$ cat src/rtl/fetch_pkg.sv
// fetch_pkg: shared types and constants for the instruction fetch unit.
//   fetch_state_e     - fetch FSM state encoding (IDLE, REQ, VALID, FAULT)
//   INSTR_W           - default instruction width
//   DEFAULT_RESET_PC  - default program counter after reset
//   PC_ALIGN_MASK     - low PC bits that must be zero for a legal fetch
//   pc_misaligned()   - returns 1 when a PC has any PC_ALIGN_MASK bit set
package fetch_pkg;

  localparam int          INSTR_W          = 32;
  localparam logic [63:0] DEFAULT_RESET_PC = 64'h0;
  localparam logic [63:0] PC_ALIGN_MASK    = 64'h3;

  typedef enum logic [1:0] {
    S_IDLE  = 2'd0,
    S_REQ   = 2'd1,
    S_VALID = 2'd2,
    S_FAULT = 2'd3
  } fetch_state_e;

  function automatic logic pc_misaligned(input logic [63:0] pc);
    return |(pc & PC_ALIGN_MASK);
  endfunction

endpackage

$ cat src/rtl/instruction_fetch_unit_if.sv
// instruction_fetch_unit_if: bundles the two handshakes of the fetch unit.
//   Memory side  : imem_req/imem_addr (out of fetch unit), imem_ack/imem_data (in).
//   Downstream   : Instruction/InstrValid (out of fetch unit), InstrReady (in).
// Modports:
//   master - the fetch unit itself
//   slave  - the memory + downstream consumer
//
// Handshake rules:
//   imem_req/imem_ack : a request is held (req=1, addr stable) until the cycle
//     in which imem_ack=1 is sampled; ack is ignored while req=0.
//   InstrValid/InstrReady : a transfer happens on an edge where both are 1;
//     Instruction is held stable while InstrValid=1 and InstrReady=0, and
//     InstrReady is ignored while InstrValid=0.
interface instruction_fetch_unit_if #(
  parameter int INSTR_W = fetch_pkg::INSTR_W
);

  logic               imem_req;
  logic [63:0]        imem_addr;
  logic               imem_ack;
  logic [INSTR_W-1:0] imem_data;
  logic [INSTR_W-1:0] Instruction;
  logic               InstrValid;
  logic               InstrReady;

  modport master (
    output imem_req,
    output imem_addr,
    input  imem_ack,
    input  imem_data,
    output Instruction,
    output InstrValid,
    input  InstrReady
  );

  modport slave (
    input  imem_req,
    input  imem_addr,
    output imem_ack,
    output imem_data,
    input  Instruction,
    input  InstrValid,
    output InstrReady
  );

endinterface

$ cat src/rtl/fetch_pc_reg.sv
// fetch_pc_reg: 64-bit program counter register.
//   clk      - clock
//   rst_n    - asynchronous active-low reset, loads RESET_PC
//   load_i   - load enable; pc_d_i is captured verbatim (no alignment or wrap logic)
//   pc_d_i   - next PC value
//   pc_q_o   - current PC
module fetch_pc_reg #(
  parameter logic [63:0] RESET_PC = fetch_pkg::DEFAULT_RESET_PC
) (
  input  logic        clk,
  input  logic        rst_n,
  input  logic        load_i,
  input  logic [63:0] pc_d_i,
  output logic [63:0] pc_q_o
);

  logic [63:0] pc_q;
  logic [63:0] pc_d;

  assign pc_d = load_i ? pc_d_i : pc_q;

  always_ff @(posedge clk or negedge rst_n) begin
    if (!rst_n) begin
      pc_q <= RESET_PC;
    end else begin
      pc_q <= pc_d;
    end
  end

  assign pc_q_o = pc_q;

endmodule

$ cat src/rtl/instruction_fetch_unit.sv
// instruction_fetch_unit: owns the program counter, fetches the instruction at
// CurrentPC from instruction memory and hands it downstream.
//   CLK          - clock
//   resetl       - asynchronous active-low reset
//   NextPC       - next PC from the next-PC logic, sampled only on accept
//   CurrentPC    - PC of the instruction being fetched or held
//   Fault        - sticky misaligned-PC fault (cleared only by reset)
//   FetchCount   - number of accepted instructions, wraps at 2^32
//   dbg_state_o  - current FSM state, for debug and checkers
//   bus          - memory request and downstream valid/ready handshakes
// All outputs come from registers or a decode of the state register, so no
// input reaches an output combinationally.
module instruction_fetch_unit #(
  parameter logic [63:0] RESET_PC = fetch_pkg::DEFAULT_RESET_PC,
  parameter int          INSTR_W  = fetch_pkg::INSTR_W
) (
  input  logic                   CLK,
  input  logic                   resetl,
  input  logic [63:0]            NextPC,
  output logic [63:0]            CurrentPC,
  output logic                   Fault,
  output logic [31:0]            FetchCount,
  output fetch_pkg::fetch_state_e dbg_state_o,
  instruction_fetch_unit_if.master bus
);

  import fetch_pkg::*;

  fetch_state_e       state_q;
  logic [INSTR_W-1:0] instr_q;
  logic [31:0]        fetch_count_q;
  logic [63:0]        pc_q;
  logic               accept;

  // A transfer to downstream happens only in VALID; ready elsewhere is ignored.
  assign accept = (state_q == S_VALID) && bus.InstrReady;

  fetch_pc_reg #(
    .RESET_PC (RESET_PC)
  ) u_pc_reg (
    .clk    (CLK),
    .rst_n  (resetl),
    .load_i (accept),
    .pc_d_i (NextPC),
    .pc_q_o (pc_q)
  );

  always_ff @(posedge CLK or negedge resetl) begin
    if (!resetl) begin
      state_q       <= S_IDLE;
      instr_q       <= '0;
      fetch_count_q <= '0;
    end else begin
      case (state_q)
        S_IDLE: begin
          state_q <= S_REQ;
        end
        S_REQ: begin
          if (bus.imem_ack) begin
            instr_q <= bus.imem_data;
            state_q <= S_VALID;
          end
        end
        S_VALID: begin
          if (bus.InstrReady) begin
            fetch_count_q <= fetch_count_q + 32'd1;
            // The PC register loads NextPC on this same edge; a misaligned
            // target is never requested from memory.
            state_q <= pc_misaligned(NextPC) ? S_FAULT : S_REQ;
          end
        end
        S_FAULT: begin
          state_q <= S_FAULT;
        end
        default: begin
          state_q <= S_IDLE;
        end
      endcase
    end
  end

  // Handshake outputs are pure state decodes, so an asynchronous reset drops
  // imem_req and InstrValid in the same instant the state returns to IDLE.
  assign bus.imem_req    = (state_q == S_REQ);
  assign bus.imem_addr   = pc_q;
  assign bus.InstrValid  = (state_q == S_VALID);
  assign bus.Instruction = instr_q;

  assign CurrentPC   = pc_q;
  assign Fault       = (state_q == S_FAULT);
  assign FetchCount  = fetch_count_q;
  assign dbg_state_o = state_q;

endmodule

$ cat src/flat_wrapper.sv
// flat-port wrapper written by rule: the top's interface ports become plain ports
module instruction_fetch_unit_flat import fetch_pkg::*;
#(
  parameter logic [63:0] RESET_PC = fetch_pkg::DEFAULT_RESET_PC,
  parameter int          INSTR_W  = fetch_pkg::INSTR_W
)
  (CLK, resetl, NextPC, CurrentPC, Fault, FetchCount, dbg_state_o, bus_imem_req, bus_imem_addr, bus_imem_ack, bus_imem_data, bus_Instruction, bus_InstrValid, bus_InstrReady);
  instruction_fetch_unit_if #(.INSTR_W(INSTR_W)) bus_i ();
  input  logic CLK;
  input  logic resetl;
  input  logic [63:0] NextPC;
  output logic [63:0] CurrentPC;
  output logic Fault;
  output logic [31:0] FetchCount;
  output fetch_pkg::fetch_state_e dbg_state_o;
  output wire logic [$bits(bus_i.imem_req)-1:0] bus_imem_req;
  output wire logic [$bits(bus_i.imem_addr)-1:0] bus_imem_addr;
  input wire logic [$bits(bus_i.imem_ack)-1:0] bus_imem_ack;
  input wire logic [$bits(bus_i.imem_data)-1:0] bus_imem_data;
  output wire logic [$bits(bus_i.Instruction)-1:0] bus_Instruction;
  output wire logic [$bits(bus_i.InstrValid)-1:0] bus_InstrValid;
  input wire logic [$bits(bus_i.InstrReady)-1:0] bus_InstrReady;
  assign bus_imem_req = bus_i.imem_req;
  assign bus_imem_addr = bus_i.imem_addr;
  assign bus_i.imem_ack = bus_imem_ack;
  assign bus_i.imem_data = bus_imem_data;
  assign bus_Instruction = bus_i.Instruction;
  assign bus_InstrValid = bus_i.InstrValid;
  assign bus_i.InstrReady = bus_InstrReady;
  instruction_fetch_unit #(.RESET_PC(RESET_PC), .INSTR_W(INSTR_W)) u_core (.CLK(CLK), .resetl(resetl), .NextPC(NextPC), .CurrentPC(CurrentPC), .Fault(Fault), .FetchCount(FetchCount), .dbg_state_o(dbg_state_o), .bus(bus_i));
endmodule
$ cat config.mk
export PLATFORM = sky130hd
export DESIGN_NAME = instruction_fetch_unit_flat
export DESIGN_NICKNAME = d
export VERILOG_FILES = /design/src/rtl/fetch_pkg.sv /design/src/rtl/instruction_fetch_unit_if.sv /design/src/rtl/fetch_pc_reg.sv /design/src/rtl/instruction_fetch_unit.sv /design/src/flat_wrapper.sv
export SDC_FILE = /design/constraint.sdc
export NUM_CORES = 1
export LEC_CHECK = 0
export CAP_MARGIN = 10
export CORE_MARGIN = 2
export CORE_UTILIZATION = 36
export CTS_CLUSTER_DIAMETER = 200
export CTS_CLUSTER_SIZE = 40
export DETAILED_ROUTE_END_ITERATION = 12
export PLACE_DENSITY = 0.77
export SLEW_MARGIN = 20
export SYNTH_ARGS = -nofsm -noshare
export SYNTH_HDL_FRONTEND = slang
export SYNTH_SLANG_ARGS = --single-unit
$ cat constraint.sdc
create_clock -name CLK -period 1.6 [get_ports CLK]
set_input_delay 0.32 -clock CLK [delete_from_list [all_inputs] [get_ports CLK]]
set_output_delay 0.32 -clock CLK [all_outputs]
set_load 0.02 [all_outputs]
==> impl_metrics.env, run 1 <==
export IMPL_rr_endpoint="u_core.FetchCount[26]"
export IMPL_clock_latency_ps=410
export IMPL_core_area_um2=15700
export IMPL_period_minus_slack_ps=1690
export IMPL_worstPathArrival_ps=1370
export IMPL_switching_power_mw=4.10
export IMPL_synth_seq_area_share=0.570
export IMPL_cts_buffers_inserted=17
export IMPL_ctsHtreeMaxLevel=4
export IMPL_ir_drop_mv=0.710
export IMPL_layout_area_seq_um2=3270
export IMPL_boundaryPins=297
export IMPL_async_reset_ff_frac=1.00
export IMPL_ys_ff_latch=130
export IMPL_share_seq_of_total_power=0.360
export IMPL_p_leak_nw=4.98
export IMPL_wl_per_cell_um=18.9
export IMPL_die_h_um=130
export IMPL_yosysWarnings=0
export IMPL_fillCellCount=1244
export IMPL_grt_pass1_wl_um=24300
export IMPL_synth_adder_area_share=0.00219
export IMPL_synth_top_area_cell="dfrtp_1"
export IMPL_antennaDiodeCount=0
export IMPL_syn_to_final_growth_pct=69.0
export IMPL_start_util=0.364
export IMPL_fin_nets=801
export IMPL_slew_headroom=0.754
export IMPL_antenna_found_initial=0
export IMPL_yosysMostFrequentCell="dfrtp_1"
export IMPL_p_sw_frac=0.331
export IMPL_multi_input_area_um2=2240
export IMPL_powerDensity_nw_per_um2=1290
export IMPL_cts_root_buffer="clkbuf_16"
export IMPL_hold_path_class="in -> async"
export IMPL_total_power_mw=12.4
export IMPL_die_w_um=130
export IMPL_synth_common_cells="dfrtp_1, mux2_2, buf_4"
export IMPL_critPathSlowestCell="dfrtp_2"
export IMPL_overflow=0
export IMPL_power_share_clock=0.305
export IMPL_clk_pin_slew_worst_paths_ps=60
export IMPL_synth_area_leaders="dfrtp_1, mux2_2, buf_4"
export IMPL_cts_tree="built"
export IMPL_p_int_mw=8.30
export IMPL_hpwlAfterDp_um=12000
export IMPL_synthDistinctLibCells=32
export IMPL_muxShareOfSynthArea=0.191
export IMPL_routed_via_count=4312
export IMPL_setup_viol=63
export IMPL_max_stage_delay_ps=430
export IMPL_rsz0062_at_grt="yes"
export IMPL_port_buffers=296
export IMPL_r2r_cells=5
export IMPL_cts_max_path_buffers=2
export IMPL_reg2reg_from="u_core.FetchCount[0]"
export IMPL_synth_edf_count=0
export IMPL_syn_num_nets=514
export IMPL_hold_violations=0
export IMPL_critPathKind="reg -> out"
export IMPL_gr_usage_all_layers=0.189
export IMPL_synthXorXnorAreaFrac=0.0476
export IMPL_end_kind="primary output"
export IMPL_syn_area_um2=5700
export IMPL_drc=0
export IMPL_synth_top_family_by_area="multiplexers"
export IMPL_synth_ff_type="dfrtp_1"
export IMPL_first_pass_iters=4
export IMPL_timing_final_crit_share=1.05
export IMPL_status="finished, violations left"
export IMPL_antenna_left=0
export IMPL_drv_cap=0
export IMPL_setup_slack_ps=-87.0
export IMPL_cp_max_fo=4
export IMPL_synthCells=413
export IMPL_synth_top_area_frac=0.570
export IMPL_avgSynthCellArea_um2=13.8
export IMPL_synth_compound_area_frac=0.00219
export IMPL_p_comb_frac=0.336
export IMPL_drive_above_1_share=0.308
export IMPL_synthSimpleGateAreaFrac=0.0875
export IMPL_via_per_inst=4.65
export IMPL_pre_cts_slack_ps=-456
export IMPL_max_freq_ghz=0.593
export IMPL_drt_iter0_markers=140
export IMPL_finalWirelength_um=17500
export IMPL_fp_row_count=46
export IMPL_critPathLaunchType="register"
export IMPL_maxSlewViolCount=0
export IMPL_r2r_slack_ps=-70
export IMPL_grt_pass1_vias=4454
export IMPL_cp_required_ps=1280
export IMPL_violations="negative setup slack"
export IMPL_clkSinkCount=130
export IMPL_gp_congestion=0.812
export IMPL_clock_skew_ps=8.69
export IMPL_crit_top_cell="buf_6"
export IMPL_crit_chain="buf_6, buf_6, and2_1, buf_6"
export IMPL_grt_start_max_net_pins=46
export IMPL_dieArea_um2=16900
export IMPL_tightestPinTransition_ps=368
-- kinds of logic (layout without fill, tap and decap cells) --
| logic type | Yosys count | count (layout) |
|---|---|---|
| XOR/XNOR | 31 | 31 |
| flip-flops | 130 | 130 |
| multiplexers | 97 | 97 |
| AO/OA/AOI/OAI | 2 | 2 |
| adder cells (fa/ha/maj) | 1 | 1 |
| AND/OR/NAND/NOR | 72 | 73 |
| buffers and inverters | 80 | 377 |
-- repair_timing --
| action | 4_1_cts | 5_1_grt |
|---|---|---|
| pin swaps | 7 | 12 |
| gates cloned | 1 | 6 |
| endpoints found under the hold margin | 33 | 0 |
| setup endpoints to repair | 219 | 71 |
| resized for setup | 232 | 77 |
| setup buffers | 7 | 8 |
| hold buffers | 1 | 0 |
-- cell type report --
class,count,share of cell area
inverters,5,0.00195
clock buffers,24,0.0510
repair buffers,342,0.339
multi-input cells,204,0.233
clock inverters,6,0.00831
flip-flops and latches,130,0.339
well taps,216,0.0280
-- power by group through the flow --
stage	sequential [mW]	clock (mW)	combinational, mW
after floorplan	5.26	0	1.75
after global placement	4.48	0	4.71
after detailed placement	4.53	0	4.77
after CTS	4.45	3.85	4.02
after global routing	4.55	4.01	4.37
final	4.46	3.78	4.16
-- cells in the final DEF (no fill, tap or decap), types with 3 or more instances in the layout --
cell             count
nor2_1               6
clkbuf_16           22
xor2_1              18
clkbuf_1             3
clkdlybuf4s50_1     98
xnor2_1             12
dlygate4sd2_1      181
mux2_2              52
buf_4               27
clkdlybuf4s15_2      4
mux2_4              45
nor3_1               6
buf_6               11
nand3_1              7
nand4_1             10
buf_12               5
dfrtp_1            118
nand2_1             10
nor4_4               4
nor4b_4              5
dfrtp_2             12
inv_1                5
clkbuf_8             4
clkdlybuf4s15_1      7
clkinv_2             4
nand4_4              3
-- sequential cells by signal (all words and copies together), names as in the netlist --
| register | flops |
|---|---|
| u_core.u_pc_reg.pc_q_o | 64 |
| u_core.FetchCount | 32 |
| u_core.bus.Instruction | 32 |
| u_core.dbg_state_o | 2 |
-- worst max-delay path: cells and delay by family, from the launching register on --
family                 cells  cell delay, ps
and+or+nand+nor            1             160
buffers and inverters      3             360
DFF                        1             430
-- through the flow --
step / TNS [ps] / instance area (um2) / utilization / hold WS [ps] / instances
6_report: -1620 / 9640 / 0.616 / 380 / 927
5_1_grt: -6420 / 9640 / 0.616 / 391 / 927
4_1_cts: -699 / 9180 / 0.587 / 370 / 914
3_5_place_dp: -22000 / 8690 / 0.555 / 245 / 875
3_3_place_gp: -21790 / 8690 / 0.555 / 242 / 875
2_1_floorplan: 0 / 5780 / - / 24.4 / 413
-- layer usage --
metal	up-vias	track usage	routed length, um
met4	0	0.0633	231
li1	1945	-	-
met5	-	0	0
met2	160	0.347	9600
met3	20	0.0574	991
met1	2187	0.209	6690
-- how the worst max path moves through the flow --
stage | from | end | slack, ps
4_1_cts | u_core.dbg_state_o[0] | bus_InstrValid | -140
3_3_place_gp | bus_InstrReady | u_core.FetchCount[26] | -410
6_report | u_core.dbg_state_o[0] | Fault | -90
5_1_grt | u_core.FetchCount[0] | u_core.FetchCount[26] | -150
2_1_floorplan | u_core.FetchCount[0] | u_core.FetchCount[24] | 9
3_5_place_dp | bus_InstrReady | u_core.FetchCount[26] | -460
Power figures use the tool's default switching activity.
==> inputs of run 2 (changes only) <==
--- a/config.mk
+++ b/config.mk
@@ -6,6 +6,7 @@
 export NUM_CORES = 1
 export LEC_CHECK = 0
 export CAP_MARGIN = 10
+export CORE_ASPECT_RATIO = 1.25
 export CORE_MARGIN = 2
 export CORE_UTILIZATION = 36
 export CTS_CLUSTER_DIAMETER = 200
==> run 2 against run 1 <==
Net effect:
- the run still ends with negative setup slack left
- sequential cell count stayed put
- sequential share of layout area increased by 1.2 points
- sequential power down 0.9%
- count of clock-buffer cells in the layout decreased by 4
- highest routed layer unchanged
- clock skew shrank 1.7 ps
==> impl_metrics.env, run 2 (synthesized netlist as in run 1, its figures left out) <==
export IMPL_maxSlewViolCount=0
export IMPL_stdcell_count=911
export IMPL_tightestPinTransition_ps=457
export IMPL_setup_viol=15
export IMPL_hold_violations=0
export IMPL_ctsHtreeMaxLevel=4
export IMPL_fillCellCount=1315
export IMPL_die_h_um=145
export IMPL_gp_congestion=0.804
export IMPL_grt_pass1_wl_um=23200
export IMPL_pre_cts_slack_ps=-387
export IMPL_clkSinkCount=130
export IMPL_max_freq_ghz=0.563
export IMPL_largest_reg_flops=64
export IMPL_drive_above_1_share=0.295
export IMPL_ir_drop_mv=0.818
export IMPL_drt_iter0_markers=120
export IMPL_tns_ps=-1290
export IMPL_via_per_inst=4.67
export IMPL_drc=0
export IMPL_placed_area_um2=8680
export IMPL_slew_headroom=0.693
export IMPL_clk_pin_slew_worst_paths_ps=60
export IMPL_hold_path_class="in -> async"
export IMPL_start_util=0.366
export IMPL_wl_per_cell_um=17.4
export IMPL_setup_slack_ps=-175
export IMPL_port_buffers=296
export IMPL_critPathKind="reg -> reg"
export IMPL_r2r_slack_ps=-170
export IMPL_worstPathArrival_ps=2100
export IMPL_end_kind="register"
export IMPL_placed_cells=869
export IMPL_syn_to_final_growth_pct=62.8
export IMPL_layout_area_seq_um2=3260
export IMPL_layout_commonest_cell="dlygate4sd2_1"
export IMPL_wl_met2_um=8380
export IMPL_cp_required_ps=1930
export IMPL_antenna_left=0
export IMPL_violations="negative setup slack"
export IMPL_boundaryPins=297
export IMPL_overflow=0
export IMPL_clock_skew_ps=6.99
export IMPL_period_minus_slack_ps=1770
export IMPL_antennaDiodeCount=0
export IMPL_highest_layer="met4"
export IMPL_gr_usage_all_layers=0.182
export IMPL_cts_root_buffer="clkbuf_16"
export IMPL_powerDensity_nw_per_um2=1350
export IMPL_grt_start_max_net_pins=55
export IMPL_cp_max_fo=5
export IMPL_fp_row_count=51
export IMPL_first_pass_iters=4
export IMPL_core_area_um2=15600
export IMPL_cts_max_path_buffers=2
export IMPL_hpwlAfterDp_um=11700
export IMPL_cts_tree="built"
export IMPL_cts_buffers_inserted=17
export IMPL_finalWirelength_um=15800
export IMPL_design_area_um2=9290
export IMPL_critPathLaunchType="register"
export IMPL_final_cell_mix="dlygate4sd2_1, dfrtp_1, clkdlybuf4s50_1, mux2_2, buf_4"
export IMPL_fin_nets=787
export IMPL_antenna_found_initial=0
export IMPL_clock_latency_ps=410
export IMPL_status="finished, violations left"
export IMPL_grt_pass1_vias=4417
export IMPL_drv_cap=0
export IMPL_total_power_mw=12.5
export IMPL_rsz0062_at_grt="yes"
export IMPL_p_leak_nw=4.75
export IMPL_dr_wl_met3_um=1460
export IMPL_routed_via_count=4258
export IMPL_wirelength_met1_um=5700
export IMPL_multi_input_area_um2=2050
export IMPL_timing_final_crit_share=1.11
export IMPL_dieArea_um2=16900
export IMPL_die_w_um=117
-- run 2: report_power, final --
| group | total (mW) | internal [mW] | switching, mW |
|---|---|---|---|
| registers | 4.42 | 3.96 | 0.464 |
| clock network | 4.19 | 2.74 | 1.45 |
| logic | 3.92 | 1.73 | 2.20 |
| total | 12.5 | 8.42 | 4.11 |
-- run 2: cell type report --
cell class / count / share of cell area
clock inverters: 12 / 0.0194
clock buffers: 20 / 0.0502
multi-input cells: 204 / 0.221
flip-flops and latches: 130 / 0.351
inverters: 5 / 0.00202
repair buffers: 328 / 0.327
well taps: 212 / 0.0286
-- run 2: final timing paths --
check | start | to | depth (start not counted)
worst max-delay path | u_core.dbg_state_o[0] | u_core.FetchCount[20] | 5
worst min-delay path | resetl | u_core.FetchCount[6] | 2
worst max register to register | u_core.dbg_state_o[0] | u_core.FetchCount[20] | 5
worst min register to register | u_core.FetchCount[31] | u_core.FetchCount[31] | 1
max in group asynchronous | resetl | u_core.dbg_state_o[0] | 3
min in group CLK | u_core.FetchCount[31] | u_core.FetchCount[31] | 1
-- run 2: layer usage --
layer | track usage | vias to the layer above
met2 | 0.322 | 220
met4 | 0.0724 | 0
li1 | - | 1924
met1 | 0.200 | 2094
met3 | 0.0625 | 20
met5 | 0 | -
-- run 2: worst max-delay path, cell delays in order (launching register included) --
cell     delay [ps]
dfrtp_2         440
buf_6           130
and4b_2         330
nand4_2         270
nor4_2          340
xor2_1          190
-- run 2: per-stage QoR --
stage	hold slack, ps	util
after CTS	357	0.590
after global routing	391	0.597
after global placement	247	0.557
after floorplan	24.4	-
after detailed placement	253	0.557
final	388	0.597
-- run 2: timing repair --
action | in CTS | in global routing
endpoints found under the setup margin | 205 | 39
buffers inserted | 3 | 6
pin swaps | 4 | 12
gates resized for setup | 221 | 29
hold buffers | 1 | 0
gates cloned | 1 | 0
hold endpoints to repair | 23 | 0
